$ cat src/rtl/axi_pkg.sv
// Shared AXI helpers and constants for the read and write masters.
package axi_pkg;

    localparam logic [1:0] AXI_BURST_INCR    = 2'b01;
    localparam logic [3:0] AXI_CACHE_DEFAULT = 4'b0011;
    localparam logic [1:0] AXI_RESP_OKAY     = 2'b00;

    typedef enum logic [2:0] {
        WR_IDLE,
        WR_CALC0,
        WR_CALC1,
        WR_AW,
        WR_W,
        WR_B
    } axi_wr_state_e;

    function automatic int unsigned CLOG2(input int unsigned value);
        int unsigned result;
        result = 0;
        while ((64'd1 << result) < 64'(value)) begin
            result = result + 1;
        end
        return result;
    endfunction

    // AxSIZE encoding for a beat of the given byte count
    function automatic logic [2:0] axi_size(input int unsigned bytes);
        return 3'(CLOG2(bytes));
    endfunction

endpackage

$ cat src/rtl/axi_write_if.sv
// AXI write-channel bundle (AW, W, B) between a write master and the interconnect.
interface axi_write_if #(
    parameter int unsigned AXI_ID_BITWIDTH   = 4,
    parameter int unsigned AXI_ADDR_BITWIDTH = 30,
    parameter int unsigned AXI_LEN_BITWIDTH  = 8,
    parameter int unsigned AXI_DATA_BITWIDTH = 128
);
    localparam int unsigned STRB_W = AXI_DATA_BITWIDTH / 8;

    logic [AXI_ID_BITWIDTH-1:0]   m_axi_awid;
    logic [AXI_ADDR_BITWIDTH-1:0] m_axi_awaddr;
    logic [AXI_LEN_BITWIDTH-1:0]  m_axi_awlen;
    logic [2:0]                   m_axi_awsize;
    logic [1:0]                   m_axi_awburst;
    logic                         m_axi_awlock;
    logic [3:0]                   m_axi_awcache;
    logic [2:0]                   m_axi_awprot;
    logic [3:0]                   m_axi_awqos;
    logic                         m_axi_awvalid;
    logic                         m_axi_awready;
    logic [AXI_DATA_BITWIDTH-1:0] m_axi_wdata;
    logic [STRB_W-1:0]            m_axi_wstrb;
    logic                         m_axi_wlast;
    logic                         m_axi_wvalid;
    logic                         m_axi_wready;
    logic [AXI_ID_BITWIDTH-1:0]   m_axi_bid;
    logic [1:0]                   m_axi_bresp;
    logic                         m_axi_bvalid;
    logic                         m_axi_bready;

    modport master (
        output m_axi_awid, m_axi_awaddr, m_axi_awlen, m_axi_awsize, m_axi_awburst,
               m_axi_awlock, m_axi_awcache, m_axi_awprot, m_axi_awqos, m_axi_awvalid,
               m_axi_wdata, m_axi_wstrb, m_axi_wlast, m_axi_wvalid, m_axi_bready,
        input  m_axi_awready, m_axi_wready, m_axi_bid, m_axi_bresp, m_axi_bvalid
    );

    modport slave (
        input  m_axi_awid, m_axi_awaddr, m_axi_awlen, m_axi_awsize, m_axi_awburst,
               m_axi_awlock, m_axi_awcache, m_axi_awprot, m_axi_awqos, m_axi_awvalid,
               m_axi_wdata, m_axi_wstrb, m_axi_wlast, m_axi_wvalid, m_axi_bready,
        output m_axi_awready, m_axi_wready, m_axi_bid, m_axi_bresp, m_axi_bvalid
    );

endinterface

$ cat src/rtl/axi_burst_split.sv
// Two-cycle burst sizing: distance to the next LIMIT-beat boundary, then clipped by
// the remaining length. Shared by the read and write masters.
module axi_burst_split
    import axi_pkg::*;
#(
    parameter int unsigned ADDR_W = 30,
    parameter int unsigned LEN_W  = 8,
    parameter int unsigned LIMIT  = 256
) (
    input  logic                     clk,
    input  logic                     rst_n,
    input  logic                     calc0_i,
    input  logic                     calc1_i,
    input  logic [CLOG2(LIMIT)-1:0]  beat_off_i,
    input  logic [ADDR_W-1:0]        remaining_i,
    output logic [LEN_W:0]           blen_o,
    output logic [LEN_W-1:0]         awlen_o
);
    localparam int unsigned BLEN_W = LEN_W + 1;

    logic [BLEN_W-1:0] delta_q, delta_d;
    logic [BLEN_W-1:0] blen_q,  blen_d;
    logic [LEN_W-1:0]  awlen_q, awlen_d;

    // LIMIT is a power of two, so the beat offset within a window is a bit slice
    always_comb begin
        delta_d = delta_q;
        blen_d  = blen_q;
        awlen_d = awlen_q;
        if (calc0_i) begin
            delta_d = BLEN_W'(LIMIT) - BLEN_W'(beat_off_i);
        end
        if (calc1_i) begin
            if (ADDR_W'(delta_q) < remaining_i) begin
                blen_d = delta_q;
            end else begin
                blen_d = BLEN_W'(remaining_i);
            end
            awlen_d = LEN_W'(blen_d - BLEN_W'(1));
        end
    end

    always_ff @(posedge clk) begin
        if (!rst_n) begin
            delta_q <= '0;
            blen_q  <= '0;
            awlen_q <= '0;
        end else begin
            delta_q <= delta_d;
            blen_q  <= blen_d;
            awlen_q <= awlen_d;
        end
    end

    assign blen_o  = blen_q;
    assign awlen_o = awlen_q;

endmodule

$ cat src/rtl/axi_write.sv
// AXI write master: splits a (address, beats) command into INCR bursts at BURST_MAX
// and 4 KB boundaries, streaming unbuffered input beats onto the W channel.
module axi_write
    import axi_pkg::*;
#(
    parameter int unsigned AXI_ID_BITWIDTH   = 4,
    parameter int unsigned AXI_ADDR_BITWIDTH = 30,
    parameter int unsigned AXI_LEN_BITWIDTH  = 8,
    parameter int unsigned AXI_DATA_BITWIDTH = 128,
    parameter int unsigned AXI_STRB_BITWIDTH = AXI_DATA_BITWIDTH / 8,
    parameter int unsigned BURST_MAX         = 256,
    parameter int unsigned ID                = 0
) (
    input  logic                          sys_clk,
    input  logic                          sys_rst_n,
    output logic                          write_cmd_done,
    input  logic                          write_cmd_start,
    input  logic [AXI_ADDR_BITWIDTH-1:0]  write_cmd_addr,
    input  logic [AXI_ADDR_BITWIDTH-1:0]  write_cmd_len,
    output logic                          write_cmd_err,
    input  logic                          write_axis_valid,
    output logic                          write_axis_ready,
    input  logic [AXI_DATA_BITWIDTH-1:0]  write_axis_data,
    axi_write_if.master                   m_axi
);
    localparam int unsigned ADDR_W   = AXI_ADDR_BITWIDTH;
    localparam int unsigned BLEN_W   = AXI_LEN_BITWIDTH + 1;
    localparam int unsigned BYTES    = AXI_DATA_BITWIDTH / 8;
    localparam int unsigned SIZE_W   = CLOG2(BYTES);
    localparam int unsigned LIMIT_4K = 4096 / BYTES;
    localparam int unsigned LIMIT    = (BURST_MAX < LIMIT_4K) ? BURST_MAX : LIMIT_4K;
    localparam int unsigned OFF_W    = CLOG2(LIMIT);
    localparam logic [ADDR_W-1:0] ADDR_MASK = ADDR_W'(BYTES - 1);

    axi_wr_state_e     state_q, state_d;
    logic [ADDR_W-1:0] addr_q, addr_d;
    logic [ADDR_W-1:0] rem_q, rem_d;
    logic [BLEN_W-1:0] cnt_q, cnt_d;
    logic              err_q, err_d;
    logic              done_q, awvalid_q, bready_q;
    logic              calc0, calc1;
    logic [BLEN_W-1:0] blen;
    logic [AXI_LEN_BITWIDTH-1:0] awlen;
    logic              in_w, last_beat, w_hs;

    axi_burst_split #(
        .ADDR_W (ADDR_W),
        .LEN_W  (AXI_LEN_BITWIDTH),
        .LIMIT  (LIMIT)
    ) u_split (
        .clk         (sys_clk),
        .rst_n       (sys_rst_n),
        .calc0_i     (calc0),
        .calc1_i     (calc1),
        .beat_off_i  (addr_q[SIZE_W +: OFF_W]),
        .remaining_i (rem_q),
        .blen_o      (blen),
        .awlen_o     (awlen)
    );

    assign in_w      = (state_q == WR_W);
    assign last_beat = (cnt_q == blen - BLEN_W'(1));
    assign w_hs      = in_w && write_axis_valid && m_axi.m_axi_wready;

    // Next-state and datapath updates
    always_comb begin
        state_d = state_q;
        addr_d  = addr_q;
        rem_d   = rem_q;
        cnt_d   = cnt_q;
        err_d   = err_q;
        calc0   = 1'b0;
        calc1   = 1'b0;
        unique case (state_q)
            WR_IDLE: begin
                if (write_cmd_start) begin
                    addr_d  = write_cmd_addr & ~ADDR_MASK;
                    rem_d   = write_cmd_len;
                    err_d   = 1'b0;
                    state_d = WR_CALC0;
                end
            end
            WR_CALC0: begin
                calc0   = 1'b1;
                state_d = (rem_q == '0) ? WR_IDLE : WR_CALC1;
            end
            WR_CALC1: begin
                calc1   = 1'b1;
                state_d = WR_AW;
            end
            WR_AW: begin
                cnt_d = '0;
                if (m_axi.m_axi_awready) begin
                    state_d = WR_W;
                end
            end
            WR_W: begin
                if (w_hs) begin
                    cnt_d = cnt_q + BLEN_W'(1);
                    if (last_beat) begin
                        state_d = WR_B;
                    end
                end
            end
            WR_B: begin
                if (m_axi.m_axi_bvalid) begin
                    err_d   = err_q | (m_axi.m_axi_bresp != AXI_RESP_OKAY);
                    addr_d  = addr_q + (ADDR_W'(blen) << SIZE_W);
                    rem_d   = rem_q - ADDR_W'(blen);
                    state_d = WR_CALC0;
                end
            end
            default: state_d = WR_IDLE;
        endcase
    end

    always_ff @(posedge sys_clk) begin
        if (!sys_rst_n) begin
            state_q   <= WR_IDLE;
            addr_q    <= '0;
            rem_q     <= '0;
            cnt_q     <= '0;
            err_q     <= 1'b0;
            done_q    <= 1'b1;
            awvalid_q <= 1'b0;
            bready_q  <= 1'b0;
        end else begin
            state_q   <= state_d;
            addr_q    <= addr_d;
            rem_q     <= rem_d;
            cnt_q     <= cnt_d;
            err_q     <= err_d;
            done_q    <= (state_d == WR_IDLE);
            awvalid_q <= (state_d == WR_AW);
            bready_q  <= (state_d == WR_B);
        end
    end

    assign write_cmd_done   = done_q;
    assign write_cmd_err    = err_q;
    assign write_axis_ready = in_w && m_axi.m_axi_wready;

    assign m_axi.m_axi_awid    = AXI_ID_BITWIDTH'(ID);
    assign m_axi.m_axi_awaddr  = addr_q;
    assign m_axi.m_axi_awlen   = awlen;
    assign m_axi.m_axi_awsize  = axi_size(BYTES);
    assign m_axi.m_axi_awburst = AXI_BURST_INCR;
    assign m_axi.m_axi_awlock  = 1'b0;
    assign m_axi.m_axi_awcache = AXI_CACHE_DEFAULT;
    assign m_axi.m_axi_awprot  = 3'b000;
    assign m_axi.m_axi_awqos   = 4'b0000;
    assign m_axi.m_axi_awvalid = awvalid_q;
    // W follows the input stream directly; nothing is buffered
    assign m_axi.m_axi_wdata   = write_axis_data;
    assign m_axi.m_axi_wstrb   = {AXI_STRB_BITWIDTH{1'b1}};
    assign m_axi.m_axi_wvalid  = in_w && write_axis_valid;
    assign m_axi.m_axi_wlast   = in_w && last_beat;
    assign m_axi.m_axi_bready  = bready_q;

endmodule
$ cat src/flat_wrapper.sv
// flat-port wrapper written by rule: the top's interface ports become plain ports
module axi_write_flat import axi_pkg::*;
#(
    parameter int unsigned AXI_ID_BITWIDTH   = 4,
    parameter int unsigned AXI_ADDR_BITWIDTH = 30,
    parameter int unsigned AXI_LEN_BITWIDTH  = 8,
    parameter int unsigned AXI_DATA_BITWIDTH = 128,
    parameter int unsigned AXI_STRB_BITWIDTH = AXI_DATA_BITWIDTH / 8,
    parameter int unsigned BURST_MAX         = 256,
    parameter int unsigned ID                = 0
)
  (sys_clk, sys_rst_n, write_cmd_done, write_cmd_start, write_cmd_addr, write_cmd_len, write_cmd_err, write_axis_valid, write_axis_ready, write_axis_data, m_axi_m_axi_awid, m_axi_m_axi_awaddr, m_axi_m_axi_awlen, m_axi_m_axi_awsize, m_axi_m_axi_awburst, m_axi_m_axi_awlock, m_axi_m_axi_awcache, m_axi_m_axi_awprot, m_axi_m_axi_awqos, m_axi_m_axi_awvalid, m_axi_m_axi_wdata, m_axi_m_axi_wstrb, m_axi_m_axi_wlast, m_axi_m_axi_wvalid, m_axi_m_axi_bready, m_axi_m_axi_awready, m_axi_m_axi_wready, m_axi_m_axi_bid, m_axi_m_axi_bresp, m_axi_m_axi_bvalid);
  axi_write_if #(.AXI_ID_BITWIDTH(AXI_ID_BITWIDTH), .AXI_ADDR_BITWIDTH(AXI_ADDR_BITWIDTH), .AXI_LEN_BITWIDTH(AXI_LEN_BITWIDTH), .AXI_DATA_BITWIDTH(AXI_DATA_BITWIDTH)) m_axi_i ();
  input  logic sys_clk;
  input  logic sys_rst_n;
  output logic write_cmd_done;
  input  logic write_cmd_start;
  input  logic [AXI_ADDR_BITWIDTH-1:0] write_cmd_addr;
  input  logic [AXI_ADDR_BITWIDTH-1:0] write_cmd_len;
  output logic write_cmd_err;
  input  logic write_axis_valid;
  output logic write_axis_ready;
  input  logic [AXI_DATA_BITWIDTH-1:0] write_axis_data;
  output wire logic [$bits(m_axi_i.m_axi_awid)-1:0] m_axi_m_axi_awid;
  output wire logic [$bits(m_axi_i.m_axi_awaddr)-1:0] m_axi_m_axi_awaddr;
  output wire logic [$bits(m_axi_i.m_axi_awlen)-1:0] m_axi_m_axi_awlen;
  output wire logic [$bits(m_axi_i.m_axi_awsize)-1:0] m_axi_m_axi_awsize;
  output wire logic [$bits(m_axi_i.m_axi_awburst)-1:0] m_axi_m_axi_awburst;
  output wire logic [$bits(m_axi_i.m_axi_awlock)-1:0] m_axi_m_axi_awlock;
  output wire logic [$bits(m_axi_i.m_axi_awcache)-1:0] m_axi_m_axi_awcache;
  output wire logic [$bits(m_axi_i.m_axi_awprot)-1:0] m_axi_m_axi_awprot;
  output wire logic [$bits(m_axi_i.m_axi_awqos)-1:0] m_axi_m_axi_awqos;
  output wire logic [$bits(m_axi_i.m_axi_awvalid)-1:0] m_axi_m_axi_awvalid;
  output wire logic [$bits(m_axi_i.m_axi_wdata)-1:0] m_axi_m_axi_wdata;
  output wire logic [$bits(m_axi_i.m_axi_wstrb)-1:0] m_axi_m_axi_wstrb;
  output wire logic [$bits(m_axi_i.m_axi_wlast)-1:0] m_axi_m_axi_wlast;
  output wire logic [$bits(m_axi_i.m_axi_wvalid)-1:0] m_axi_m_axi_wvalid;
  output wire logic [$bits(m_axi_i.m_axi_bready)-1:0] m_axi_m_axi_bready;
  input wire logic [$bits(m_axi_i.m_axi_awready)-1:0] m_axi_m_axi_awready;
  input wire logic [$bits(m_axi_i.m_axi_wready)-1:0] m_axi_m_axi_wready;
  input wire logic [$bits(m_axi_i.m_axi_bid)-1:0] m_axi_m_axi_bid;
  input wire logic [$bits(m_axi_i.m_axi_bresp)-1:0] m_axi_m_axi_bresp;
  input wire logic [$bits(m_axi_i.m_axi_bvalid)-1:0] m_axi_m_axi_bvalid;
  assign m_axi_m_axi_awid = m_axi_i.m_axi_awid;
  assign m_axi_m_axi_awaddr = m_axi_i.m_axi_awaddr;
  assign m_axi_m_axi_awlen = m_axi_i.m_axi_awlen;
  assign m_axi_m_axi_awsize = m_axi_i.m_axi_awsize;
  assign m_axi_m_axi_awburst = m_axi_i.m_axi_awburst;
  assign m_axi_m_axi_awlock = m_axi_i.m_axi_awlock;
  assign m_axi_m_axi_awcache = m_axi_i.m_axi_awcache;
  assign m_axi_m_axi_awprot = m_axi_i.m_axi_awprot;
  assign m_axi_m_axi_awqos = m_axi_i.m_axi_awqos;
  assign m_axi_m_axi_awvalid = m_axi_i.m_axi_awvalid;
  assign m_axi_m_axi_wdata = m_axi_i.m_axi_wdata;
  assign m_axi_m_axi_wstrb = m_axi_i.m_axi_wstrb;
  assign m_axi_m_axi_wlast = m_axi_i.m_axi_wlast;
  assign m_axi_m_axi_wvalid = m_axi_i.m_axi_wvalid;
  assign m_axi_m_axi_bready = m_axi_i.m_axi_bready;
  assign m_axi_i.m_axi_awready = m_axi_m_axi_awready;
  assign m_axi_i.m_axi_wready = m_axi_m_axi_wready;
  assign m_axi_i.m_axi_bid = m_axi_m_axi_bid;
  assign m_axi_i.m_axi_bresp = m_axi_m_axi_bresp;
  assign m_axi_i.m_axi_bvalid = m_axi_m_axi_bvalid;
  axi_write #(.AXI_ID_BITWIDTH(AXI_ID_BITWIDTH), .AXI_ADDR_BITWIDTH(AXI_ADDR_BITWIDTH), .AXI_LEN_BITWIDTH(AXI_LEN_BITWIDTH), .AXI_DATA_BITWIDTH(AXI_DATA_BITWIDTH), .AXI_STRB_BITWIDTH(AXI_STRB_BITWIDTH), .BURST_MAX(BURST_MAX), .ID(ID)) u_core (.sys_clk(sys_clk), .sys_rst_n(sys_rst_n), .write_cmd_done(write_cmd_done), .write_cmd_start(write_cmd_start), .write_cmd_addr(write_cmd_addr), .write_cmd_len(write_cmd_len), .write_cmd_err(write_cmd_err), .write_axis_valid(write_axis_valid), .write_axis_ready(write_axis_ready), .write_axis_data(write_axis_data), .m_axi(m_axi_i));
endmodule
$ cat config.mk
export PLATFORM = sky130hd
export DESIGN_NAME = axi_write_flat
export DESIGN_NICKNAME = d
export VERILOG_FILES = /design/src/rtl/axi_pkg.sv /design/src/rtl/axi_write_if.sv /design/src/rtl/axi_burst_split.sv /design/src/rtl/axi_write.sv /design/src/flat_wrapper.sv
export SDC_FILE = /design/constraint.sdc
export NUM_CORES = 1
export LEC_CHECK = 0
export ABC_AREA = 1
export ABC_CLOCK_PERIOD_IN_PS = 2800
export CORE_AREA = 2 2 162 164
export DETAILED_ROUTE_END_ITERATION = 12
export DIE_AREA = 0 0 164 166
export PLACE_DENSITY = 0.7
export SYNTH_ARGS = -nofsm -noshare
export SYNTH_HDL_FRONTEND = slang
export SYNTH_HIERARCHICAL = 1
export SYNTH_SLANG_ARGS = --single-unit
$ cat constraint.sdc
create_clock -name sys_clk -period 2.8 [get_ports sys_clk]
set_input_delay 0.56 -clock sys_clk [delete_from_list [all_inputs] [get_ports sys_clk]]
set_output_delay 0.56 -clock sys_clk [all_outputs]
set_load 0.02 [all_outputs]
* Word level (Yosys, flattened, before mapping) *
Cells that the tools add are included.

word-level totals
  word-level logic and storage cells = 64
  latch bits = 0
  RAM bits = 0
  bits in read-only memories = 0
  output and inout bits = 210
  input port bits = 201
  memories kept = 0
  flip-flop bits (word level) = 102

cells by class
  add/sub/neg operators = 6
  eq/ne operators = 11
  reduce and logical (&&, ||, !) cells = 12
  bitwise logic cells = 1
  $lt $le $gt $ge = 1
  divide/modulo/power cells = 0
  $mul = 0
  multiplexer cells = 22
  shift-type cells = 0

operator list
  kind                                                                number
  30-bit 2-to-1 mux                                                   4
  30-bit case mux with 2 select lines                                 2
  30-bit by 13-bit adder with 30-bit output                           1
  30-bit zero test                                                    1
  9-bit by 30-bit < comparator with 1-bit output                      1
  30-bit by 9-bit subtractor with 30-bit output                       1
  9-bit 2-to-1 mux                                                    3
  3-bit case mux with 6 select lines                                  1
  9-bit case mux with 2 select lines                                  1
  3-bit 2-to-1 mux                                                    5
  9-bit by 1-bit adder with 9-bit output, second input constant       1
  3-bit by 2-bit == test with 1-bit output, second input constant     3
  3-bit == test, second input constant                                3
  9-bit == test                                                       1
  9-bit by 1-bit subtractor with 9-bit output, second input constant  1
  9-bit by 8-bit subtractor with 9-bit output, first input constant   1
  8-bit by 1-bit subtractor with 8-bit output, second input constant  1
  3-bit zero test                                                     2
  2-bit inequality test, second input constant                        3
  2-bit nonzero test                                                  3
  1-bit logical AND                                                   4
  1-bit 2-to-1 mux                                                    4
  3-bit by 1-bit == test with 1-bit output, second input constant     1
  3-bit AND reduction                                                 1
  other kinds (4)                                                     4

* Logic depth before layout (Yosys ltp) *
  depth in word-level cells = 6
  depth in mapped cells = 19
  gate-level depth less buffers = 18

* Cells and area by module *
Netlist, hierarchy kept.

modules (own cells, without submodules)
  module           cells an instance  area each (sq um)  sequential area each (sq um)  instances
  axi_write        1232               7334.5             1441.4                        1
  axi_burst_split  246                1709.1             520.5                         1

* Worst setup path after synthesis *
No wires, ideal clock.

  kind = register -> output
  start = reg u_core.u_split.blen_q[0] (netlist: u_core/u_split/blen_o[0])
  end = out m_axi_m_axi_wlast
  data required time = 2.240 ns
  setup slack = 0.360 ns
  path buffers = 0
  arrival time = 1.880 ns
  stages on the path, launching flop included = 10
  cells stage by stage = dfxtp_1 > inv_1 > ha_1 > inv_1 > nand2_1 > nand2_1 > nand3_1 > nor2_1 > nand3_1 > nor4_1

between the ends
  word-level cells in the longest chain between the ends = 3

ends and longest elaborated chain
  element                                      line                   source
  start: declaration                           axi_burst_split.sv:22  logic [BLEN_W-1:0] blen_q, blen_d;
  start signal: assignment                     axi_burst_split.sv:50  blen_q <= blen_d;
  9-bit by 1-bit subtractor with 9-bit output  axi_write.sv:62        assign last_beat = (cnt_q == blen - BLEN_W'(1));
  9-bit == test                                axi_write.sv:62
  1-bit logical AND                            axi_write.sv:157       assign m_axi.m_axi_wlast = in_w && last_beat;
  end: declaration                             flat_wrapper.sv:36     output wire logic [$bits(m_axi_i.m_axi_wlast)-1:0] m_axi_m_axi_wlast;

No other way between the ends.

* Worst setup path after layout *
Ends and elaborated chain as after synthesis.

==> results.json <==
{
  "antennaDiodeCount": 0,
  "critPathKind": "reg2out",
  "avgViaCountPerCell": 4.898,
  "drc_errors": 0,
  "finalPower_uw": 5548,
  "clk_latency_ns": 0.36,
  "startpoint_type": "flip-flop",
  "synth_area_sq_um": 9044,
  "powerDensity_nw_per_um2": 566.7,
  "coreArea_sq_um": 25620,
  "postLayoutCellArea_sq_um": 9789,
  "cts.root.buffer_cell": "clkbuf_16",
  "leakage_uw": 0.004500,
  "yosys.area.top_type_share_pct": 21.69,
  "yosys.area.top_type": "dfxtp_1",
  "nets": 1685,
  "hold_viol": 0,
  "clock_sinks": 98,
  "skew_ns": 0.01014,
  "period_needed_ns": 2.662,
  "clkPwrFrac_pct": 26.3,
  "drive_above_1_share_pct": 6.177,
  "cts_buffers": 9,
  "rows": 59,
  "setup_violations": 0,
  "synth_enable_flop_cells": 0,
  "n_fill_cell": 2801,
  "area_delta_synth_final_pct": 8.246,
  "drt_iter0_drc": 697,
  "cts_hold_buf": 0,
  "grt_max_degree": 89,
  "cp_slowest_cell": "dfxtp_1",
  "synth_commonest_cells": "nand2_1, inv_1, buf_4",
  "yosys_warnings": 6,
  "cp_slowest_stage_delay_ns": 0.32,
  "pin_count": 411,
  "comb_power_share_pct": 42.8,
  "wirelength_mm": 26.15,
  "antenna_found_initial": 0,
  "p_sw_share_pct": 40.77,
  "hold_path_class": "reg2reg",
  "routedWlPerCell_um": 14.59,
  "yosys_register_bits": 98,
  "synth_area_per_cell_sq_um": 6.119,
  "setup_ws_ns": 0.1376,
  "fin_crit_sh_pct": 95.09,
  "vias": 8778,
  "switchingPower_uw": 2262,
  "cp-end-kind": "output pin",
  "gp_congestion": 0.9279,
  "cts_buffer_depth": 2,
  "cp_data_arrival_time_ns": 2.10,
  "seq_area_frac_synth_pct": 21.69,
  "p_int_uw": 3286,
  "seq_power_share_pct": 31.0,
  "portBuffers": 105,
  "ys_types": 42,
  "grt_pass1_vias": 7733,
  "placed_cell_area_sq_um": 9417,
  "relSlewSlack_pct": 59.63,
  "max-cap-violations": 0,
  "synth_most_common_cell": "nand2_1",
  "place_hpwl_mm": 20.31,
  "synthTopCellsByArea": "dfxtp_1, nand2_1, buf_4",
  "crit_fanout": 5,
  "gr-total-overflow": 0,
  "drv_slew": 0,
  "synth_flop_cell": "dfxtp_1",
  "initial_utilization_pct": 35.31,
  "worstPathRequired_ns": 2.24,
  "grt_pass1_wl_mm": 40.62,
  "path_cells": "inv_2, ha_4, inv_1, nand2_1, nand2_1, nand2_1, nand2_1, nor2_1, nand3_1, nor4_2, buf_4, clkdlybuf4s15_2",
  "path_clk_slew_ns": 0.07,
  "ant_nets": 0,
  "dieArea_sq_um": 27220,
  "dpl_worst_slack_ns": 0.07346,
  "grt.total_usage_pct": 18.72,
  "tightest_slew_ns": 0.6033,
  "critPathMostFrequentCell": "nand2_1",
  "dieWidth_um": 164,
  "die_h_um": 166,
  "cts_max_level": 3,
  "cts_tree": "done",
  "peakVddDrop_uv": 262.5,
  "status": "complete, no violations",
  "dr.pass1.iters": 7,
  "synthArstFlopShare_pct": 0,
  "max_freq_mhz": 375.6,
  "syn_inst": 1478
}
==> what timing repair did <==
action,CTS,global route
gates resized for setup,4,6
setup endpoints to repair,1,1
setup buffers,0,1
endpoints found under the hold margin,0,0
pin swaps,0,2
==> flip-flops by register name (all words and copies together), names as in the netlist <==
name,count
u_core/u_split/awlen_o,8
u_core/m_axi.m_axi_awvalid,1
u_core/u_split/blen_o,9
u_core/u_split/delta_q,9
u_core/state_q,3
u_core/rem_q,30
u_core/m_axi.m_axi_bready,1
u_core/cnt_q,9
u_core/write_cmd_err,1
u_core/m_axi.m_axi_awaddr,26
u_core/write_cmd_done,1
==> final timing paths <==
| kind | start | endpoint | slack [ns] | cells after the start |
|---|---|---|---|---|
| max reg2reg | u_core/rem_q[5] | u_core/u_split/awlen_o[6] | 0.29 | 18 |
| min reg2reg | u_core/write_cmd_err | u_core/write_cmd_err | 0.44 | 2 |
| max | u_core/u_split/blen_o[0] | m_axi_m_axi_wlast | 0.14 | 12 |
| min | u_core/write_cmd_err | u_core/write_cmd_err | 0.44 | 2 |
==> kinds of logic (layout without fill, tap and decap cells) <==
logic type,count (synthesis),count (layout),share of synthesized area (%)
and+or+nand+nor,724,724,34.81
buffers and inverters,398,338,23.96
AOI/OAI and AO/OA,205,205,13.02
DFF,98,98,21.69
adders and majority gates,32,32,4.593
xor gates and xnor gates,19,19,1.840
other,2,41,0.08304
==> critical path: cells and delay by family, from the launching register on <==
kind / cells / cell delay, ns
fa+ha+maj: 1 / 0.16
flops: 1 / 0.32
simple gates: 7 / 0.72
buf+inv: 4 / 0.54
==> power groups by stage <==
stage               Clock, uW  Sequential [uW]  Combinational [uW]
finish                   1460             1720                2370
floorplan                   0             1770                1900
global route             1550             1740                2660
detailed placement          0             1750                2330
CTS                      1500             1720                2340
global placement            0             1740                2300
==> metrics by stage <==
step / util, % / cells / hold WS (ns) / TNS [ns]
after floorplan: - / 1517 / 0.4508 / 0
after global routing: 38.22 / 1792 / 0.4706 / -0.01459
final: 38.22 / 1792 / 0.4445 / 0
after detailed placement: 36.76 / 1775 / 0.4361 / 0
after CTS: 38.11 / 1791 / 0.4475 / 0
after global placement: 36.76 / 1775 / 0.4346 / 0
==> final cells by class <==
cell class | instances | area, sq um | share of cell area (%)
clock buffer | 9 | 225.2 | 2.301
clock inverter | 7 | 117.6 | 1.201
inverter | 194 | 728.2 | 7.439
multi-input combinational | 1021 | 5087 | 51.97
sequential | 98 | 1962 | 20.04
tap | 335 | 419.2 | 4.282
timing repair buffer | 128 | 1250 | 12.77
==> metal layers <==
metal	track usage, %	vias up	wire length, um
li1	-	4452	-
met1	25.57	3918	12050
met2	29.19	327	11550
met3	3.721	81	1730
met4	6.598	0	819
met5	0	-	0
==> cells in the final DEF, fill, tap and decap left out, types with 2 or more instances in the layout <==
| cell type | instances |
|---|---|
| nand2_1 | 380 |
| inv_1 | 180 |
| nor2_1 | 129 |
| nand3_1 | 125 |
| clkdlybuf4s50_1 | 104 |
| a21oi_1 | 100 |
| dfxtp_1 | 98 |
| conb_1 | 41 |
| o21a_1 | 35 |
| ha_1 | 29 |
| o21ai_1 | 28 |
| nand4_1 | 27 |
| buf_4 | 21 |
| o21ai_0 | 19 |
| nor3_1 | 15 |
| xor2_1 | 15 |
| inv_2 | 14 |
| nand3b_1 | 11 |
| clkbuf_16 | 9 |
| or2_2 | 9 |
| o211ai_1 | 9 |
| nand2_2 | 6 |
| a211oi_1 | 6 |
| nand2_4 | 6 |
| xnor2_1 | 4 |
| nor2_2 | 4 |
| a31oi_1 | 4 |
| bufinv_16 | 3 |
| clkinvlp_4 | 3 |
| nand3_2 | 3 |
| fa_1 | 2 |
| buf_12 | 2 |
(Power assumes the default switching activity.)
